<file path="config.mk">
export PLATFORM = sky130hd
export DESIGN_NAME = pfb_output_scheduler
export DESIGN_NICKNAME = d
export VERILOG_FILES = /design/src/rtl/pfb_sched_pkg.sv /design/src/rtl/pfb_rr_arbiter.sv /design/src/rtl/pfb_output_scheduler.sv
export SDC_FILE = /design/constraint.sdc
export NUM_CORES = 1
export LEC_CHECK = 0
export CORE_MARGIN = 5
export CORE_UTILIZATION = 44
export CTS_BUF_LIST = sky130_fd_sc_hd__clkbuf_8
export DETAILED_ROUTE_END_ITERATION = 10
export GPL_ROUTABILITY_DRIVEN = 0
export PLACE_DENSITY = 0.84
export SYNTH_ARGS = -nofsm -noshare
export SYNTH_HDL_FRONTEND = slang
export SYNTH_SLANG_ARGS = --single-unit
</file>
<file path="constraint.sdc">
create_clock -name clock -period 2.9 [get_ports clock]
set_clock_uncertainty 0.2 [all_clocks]
set_input_delay 0.435 -clock clock [delete_from_list [all_inputs] [get_ports clock]]
set_output_delay 0.435 -clock clock [all_outputs]
set_load 0.01 [all_outputs]
</file>
<file path="src/rtl/pfb_sched_pkg.sv">
// Shared types, default parameters and the round-robin pick helper for the
// PFB output scheduling stages.
package pfb_sched_pkg;

   localparam int DEF_N_CH        = 4;
   localparam int DEF_DATA_W      = 32;
   localparam int DEF_FRAME_LEN   = 1024;
   localparam int DEF_STALL_LIMIT = 4096;

   // rr_pick works on a fixed-width vector so it can serve any channel count up to 32.
   localparam int RR_MAX_CH = 32;
   localparam int RR_ID_W   = 5;

   typedef enum logic {
      IDLE  = 1'b0,
      BURST = 1'b1
   } sched_state_e;

   // Unused upper request bits are zero, so wrapping modulo 32 visits the
   // real channels in the same order as wrapping modulo the channel count.
   function automatic logic [RR_ID_W-1:0] rr_pick(input logic [RR_MAX_CH-1:0] valid,
                                                  input logic [RR_ID_W-1:0]   ptr);
      logic [RR_ID_W-1:0] idx;
      logic [RR_ID_W-1:0] pick;
      logic               hit;
      pick = ptr;
      hit  = 1'b0;
      for (int i = 0; i < RR_MAX_CH; i++) begin
         idx = ptr + RR_ID_W'(i);
         if (!hit && valid[idx]) begin
            pick = idx;
            hit  = 1'b1;
         end
      end
      return pick;
   endfunction

endpackage

</file>
<file path="src/rtl/pfb_rr_arbiter.sv">
// Combinational round-robin pick: first requesting channel at or above ptr,
// wrapping around; found flags that any channel is requesting.
module pfb_rr_arbiter
   import pfb_sched_pkg::*;
#(
   parameter int N_CH = DEF_N_CH,
   parameter int CH_W = $clog2(N_CH)
) (
   input  logic [N_CH-1:0] valid,
   input  logic [CH_W-1:0] ptr,
   output logic [CH_W-1:0] pick,
   output logic            found
);

   logic [RR_MAX_CH-1:0] valid_ext;
   logic [RR_ID_W-1:0]   ptr_ext;

   always_comb begin
      valid_ext            = '0;
      valid_ext[N_CH-1:0]  = valid;
      ptr_ext              = '0;
      ptr_ext[CH_W-1:0]    = ptr;
      pick                 = CH_W'(rr_pick(valid_ext, ptr_ext));
      found                = |valid;
   end

endmodule

</file>
<file path="src/rtl/pfb_output_scheduler.sv">
// Frame-level round-robin merge of per-channel PFB output streams into one
// AXI-Stream, with channel tagging, frame-length checking and a stall watchdog.
module pfb_output_scheduler
   import pfb_sched_pkg::*;
#(
   parameter int N_CH        = DEF_N_CH,
   parameter int DATA_W      = DEF_DATA_W,
   parameter int FRAME_LEN   = DEF_FRAME_LEN,
   parameter int STALL_LIMIT = DEF_STALL_LIMIT,
   parameter int CH_W        = $clog2(N_CH)
) (
   input  logic                     clock,
   input  logic                     reset,
   input  logic [N_CH*DATA_W-1:0]   s_tdata,
   input  logic [N_CH-1:0]          s_tvalid,
   input  logic [N_CH-1:0]          s_tlast,
   output logic [N_CH-1:0]          s_tready,
   output logic [DATA_W-1:0]        m_tdata,
   output logic                     m_tvalid,
   input  logic                     m_tready,
   output logic                     m_tlast,
   output logic [CH_W-1:0]          m_tuser,
   output logic                     len_err,
   output logic                     block
);

   localparam int CNT_W   = (FRAME_LEN > 1) ? $clog2(FRAME_LEN) : 1;
   localparam int STALL_W = $clog2(STALL_LIMIT + 1);
   localparam logic [CNT_W-1:0]   LAST_BEAT = CNT_W'(FRAME_LEN - 1);
   localparam logic [STALL_W-1:0] STALL_MAX = STALL_W'(STALL_LIMIT);
   localparam logic [CH_W-1:0]    LAST_CH   = CH_W'(N_CH - 1);

   sched_state_e        state_q, state_d;
   logic [CH_W-1:0]     grant_q, grant_d;
   logic [CH_W-1:0]     rr_ptr_q, rr_ptr_d;
   logic [CNT_W-1:0]    beat_cnt_q, beat_cnt_d;
   logic [STALL_W-1:0]  stall_cnt_q, stall_cnt_d;
   logic [DATA_W-1:0]   m_tdata_q, m_tdata_d;
   logic                m_tvalid_q, m_tvalid_d;
   logic                m_tlast_q, m_tlast_d;
   logic [CH_W-1:0]     m_tuser_q, m_tuser_d;
   logic                len_err_q, len_err_d;
   logic                block_q, block_d;

   logic [CH_W-1:0]     arb_pick;
   logic                arb_found;
   logic [DATA_W-1:0]   grant_data;
   logic                grant_valid;
   logic                grant_last;
   logic                out_rdy;
   logic                accept;
   logic                at_last_beat;
   logic                frame_end;
   logic                out_hs;

   pfb_rr_arbiter #(
      .N_CH (N_CH),
      .CH_W (CH_W)
   ) u_arb (
      .valid (s_tvalid),
      .ptr   (rr_ptr_q),
      .pick  (arb_pick),
      .found (arb_found)
   );

   always_comb begin
      grant_data = '0;
      for (int c = 0; c < N_CH; c++) begin
         if (grant_q == CH_W'(c)) grant_data = s_tdata[c*DATA_W +: DATA_W];
      end
   end

   // The output register can take a new beat whenever it is empty or draining this cycle.
   assign grant_valid  = s_tvalid[grant_q];
   assign grant_last   = s_tlast[grant_q];
   assign out_rdy      = ~m_tvalid_q | m_tready;
   assign accept       = (state_q == BURST) & grant_valid & out_rdy;
   assign at_last_beat = (beat_cnt_q == LAST_BEAT);
   assign frame_end    = accept & (grant_last | at_last_beat);
   assign out_hs       = m_tvalid_q & m_tready;

   always_ff @(posedge clock or posedge reset) begin
      if (reset) begin
         state_q <= IDLE;
         grant_q <= '0;
      end else begin
         state_q <= state_d;
         grant_q <= grant_d;
      end
   end

   always_comb begin
      state_d = state_q;
      grant_d = grant_q;
      case (state_q)
         IDLE: begin
            if (arb_found) begin
               state_d = BURST;
               grant_d = arb_pick;
            end
         end
         BURST: begin
            if (frame_end) state_d = IDLE;
         end
         default: state_d = IDLE;
      endcase
   end

   always_comb begin
      s_tready = '0;
      if (state_q == BURST) s_tready[grant_q] = out_rdy;
   end

   always_comb begin
      m_tdata_d  = m_tdata_q;
      m_tuser_d  = m_tuser_q;
      m_tlast_d  = m_tlast_q;
      m_tvalid_d = m_tvalid_q;
      if (accept) begin
         m_tdata_d  = grant_data;
         m_tuser_d  = grant_q;
         m_tlast_d  = grant_last | at_last_beat;
         m_tvalid_d = 1'b1;
      end else if (m_tready) begin
         m_tvalid_d = 1'b0;
      end

      // A frame is well-formed only when tlast and the final count coincide.
      len_err_d = frame_end & (grant_last ^ at_last_beat);

      beat_cnt_d = beat_cnt_q;
      if (frame_end)   beat_cnt_d = '0;
      else if (accept) beat_cnt_d = beat_cnt_q + 1'b1;

      rr_ptr_d = rr_ptr_q;
      if (frame_end) rr_ptr_d = (grant_q == LAST_CH) ? '0 : grant_q + 1'b1;

      stall_cnt_d = stall_cnt_q;
      if (out_hs)                                                   stall_cnt_d = '0;
      else if (m_tvalid_q && !m_tready && stall_cnt_q != STALL_MAX) stall_cnt_d = stall_cnt_q + 1'b1;

      block_d = (stall_cnt_q == STALL_MAX);
   end

   always_ff @(posedge clock or posedge reset) begin
      if (reset) begin
         m_tdata_q   <= '0;
         m_tuser_q   <= '0;
         m_tlast_q   <= 1'b0;
         m_tvalid_q  <= 1'b0;
         len_err_q   <= 1'b0;
         beat_cnt_q  <= '0;
         rr_ptr_q    <= '0;
         stall_cnt_q <= '0;
         block_q     <= 1'b0;
      end else begin
         m_tdata_q   <= m_tdata_d;
         m_tuser_q   <= m_tuser_d;
         m_tlast_q   <= m_tlast_d;
         m_tvalid_q  <= m_tvalid_d;
         len_err_q   <= len_err_d;
         beat_cnt_q  <= beat_cnt_d;
         rr_ptr_q    <= rr_ptr_d;
         stall_cnt_q <= stall_cnt_d;
         block_q     <= block_d;
      end
   end

   assign m_tdata  = m_tdata_q;
   assign m_tvalid = m_tvalid_q;
   assign m_tlast  = m_tlast_q;
   assign m_tuser  = m_tuser_q;
   assign len_err  = len_err_q;
   assign block    = block_q;

endmodule

</file>
==> results.yml <==
clocking:
  clk-insertion-delay-late_ns: 0.33
  cts_sinks: 66
  cts-resized-gates: 0
  cts_setup_buffers: 0
  clk_pin_slew_ns: 0.07
  cts_tree: "yes"
  cts.htree.levels: 3
  cts_buffers: 9
  cts_buffer_depth: 2
  cts_root_buf: "clkbuf_8"
  cts_hold_buf: 0
route:
  routedWlPerCell_um: 17.3
  avgViaCountPerCell: 5.60
  ant_nets: 0
  postRouteWirelength_mm: 13.1
  vias: 4259
  drt-pass1-iter-count: 5
  initialDrtViolationCount: 231
  drcViolationCount: 0
synthesis:
  ys_seq_area_frac: 0.407
  yosysWarnings: 0
  synth_area_leaders: "dfrtp_1 41%, a221oi_1 6.9%, o21ai_0 6.4%, nand2_1 6.4%, nor2b_1 5.2%"
  synthTopCellsByCount: "69 x nand2_1, 66 x dfrtp_1, 52 x o21ai_0"
  synth_top_area_cell: "dfrtp_1"
  synthArstFlopShare: 1.00
  ys_ff_latch: 66
  yosysTopAreaCellShare: 0.407
  post-synth-top-count-cell: "nand2_1"
  synth_nets: 624
  synth_cells: 475
  synth-main-ff-cell: "dfrtp_1"
  avgSynthCellArea_um2: 8.55
  synth_cell_type_count: 49
  synth_edf_count: 0
  syn-cell-area_um2: 4060
final_layout:
  drive_gt1_frac: 0.0724
  final.fill_count: 739
  finalNonFillerCells: 760
  post-route-util: 0.678
  multiInputGateArea_um2: 2220
  syn_to_final_growth_pct: 52.0
  antennaDiodeCount: 0
  seq_area_um2: 1650
  final_nets: 794
setup_path:
  rr_worst_depth: 8
  worstPathArrival_ns: 2.09
  r2r-start: "grant_q[0]"
  timing.rr.end: "m_tdata[27]"
  end_kind: "output port"
  r2r_setup_slack_ns: 0.27
  crit_type: "reg2out"
  start_kind: "flop"
  cp.required_ns: 2.27
  path_max_fanout: 34
floorplanning:
  die-area_um2: 11300
  die-height_um: 106
  fp.dieW_um: 106
  core_um2: 9110
  ios: 181
  start_util: 0.446
  rows: 35
sta:
  rsz0062_at_grt: "no"
  worst_pin_slew_ns: 1.06
  hold_ws_ns: 0.274
  tns_ns: 0
  clock.fmax_mhz: 367
  period_share: 0.940
  slew_violations: 0
  finalCriticalPeriod_ns: 2.73
  hold_viol: 0
  max-slew-margin-rel: 0.287
  finalSetupViolations: 0
power_and_ir_drop:
  p_per_area_nw_per_um2: 902
  finalPower_mw: 5.57
  net-switching-power_mw: 2.31
  combPwrFrac: 0.600
  p_clk_frac: 0.142
  swShare: 0.414
  ir_drop_mv: 0.433
  internal_power_mw: 3.26
  p_leak_nw: 2.55
  p_seq_frac: 0.258
status:
  status: "finished clean"
worst_hold_path:
  whs_endpoint: "stall_cnt_q[12]"
  hold_depth: 1
  hold_start: "stall_cnt_q[12]"
  worstHoldPathType: "reg2reg"
job:
  drv_cap: 0
global_routing:
  grt_max_degree: 66
  grt_use_total: 0.236
  grt_pass1_vias: 4228
  grt-ovfl-total: 0
  grt_first_pass_wirelength_mm: 21.2
  antenna_found_initial: 0
place:
  hpwlAfterDp_mm: 10.0
  dpl.cell_count: 745
  numPortBuffers: 180
[registers in the layout, summed over array words and instances (netlist names)]
name         flops
m_tuser          2
rr_ptr_q         2
m_tdata         32
beat_cnt_q      10
len_err          1
stall_cnt_q     13
state_q          1
m_tlast          1
grant_q          2
block            1
m_tvalid         1
[routing by layer]
layer	up-vias	part of all wire	GRT usage
li1	2066	-	-
met1	2026	0.40	0.289
met2	143	0.50	0.404
met3	24	0.066	0.0613
met4	0	0.028	0.0814
met5	-	0	0
[cell usage in the layout (no fill, tap or decap), types with 3 or more instances in the layout]
cell and n:
a21o_1 3, a21oi_1 38, a221oi_1 32, a31oi_1 3, and2_1 3, and3_1 9
buf_4 10, clkbuf_8 12, clkdlybuf4s50_1 180, dfrtp_1 66, ha_1 8, inv_1 10
mux2i_1 6, mux4_2 3, nand2_1 69, nand3_1 8, nand4_1 3, nor2_1 18
nor2b_1 33, nor3_1 34, nor4_1 4, o21ai_0 52, o31ai_1 5, or2_2 3
xor2_1 4
[metrics by stage]
step	instance area (um2)	worst slack [ns]
after CTS	6180	0.160
after global routing	6180	0.0288
after detailed placement	5970	0.205
after floorplan	4060	0.447
final	6180	0.174
after global placement	5970	0.243
[layout make-up]
cell class / count / share of cell area
Timing Repair Buffer: 192 / 0.310
Multi-Input combinational cell: 365 / 0.360
Sequential cell: 66 / 0.267
Clock inverter: 3 / 0.00628
Clock buffer: 12 / 0.0267
Inverter: 11 / 0.00689
Tap cell: 111 / 0.0225
[kinds of logic after synthesis]
group           count (synthesis)  synth area share
compound gates                144             0.226
simple gates                  195             0.238
buf+inv                        44            0.0496
fa+ha+maj                      10            0.0308
flops                          66             0.407
xor+xnor                        5            0.0108
mux                            11            0.0379
[how the worst max path moves through the flow]
stage | slack, ns | to | from | cells past startpoint
after global placement | 0.24 | s_tready[2] | m_tready | 4
final | 0.17 | s_tready[1] | grant_q[1] | 5
after detailed placement | 0.21 | s_tready[2] | m_tready | 4
after floorplan | 0.45 | grant_q[1] | rr_ptr_q[0] | 9
after global routing | 0.03 | m_tdata[27] | grant_q[0] | 8
after CTS | 0.16 | s_tready[1] | grant_q[1] | 5
[critical path, cell delays in order (launching register included)]
cell,delay (ns)
dfrtp_1,0.37
inv_1,0.09
ha_1,0.18
buf_4,0.36
and3_1,0.21
clkdlybuf4s50_1,0.54
[power groups by stage]
| stage | logic, mW | registers (mW) | clock network [mW] |
|---|---|---|---|
| after floorplan | 2.02 | 1.53 | 0 |
| after global placement | 3.25 | 1.43 | 0 |
| after detailed placement | 3.35 | 1.45 | 0 |
| after CTS | 3.37 | 1.44 | 0.807 |
| after global routing | 3.72 | 1.48 | 0.854 |
| final | 3.35 | 1.44 | 0.791 |
Power figures use the tool's default switching activity.
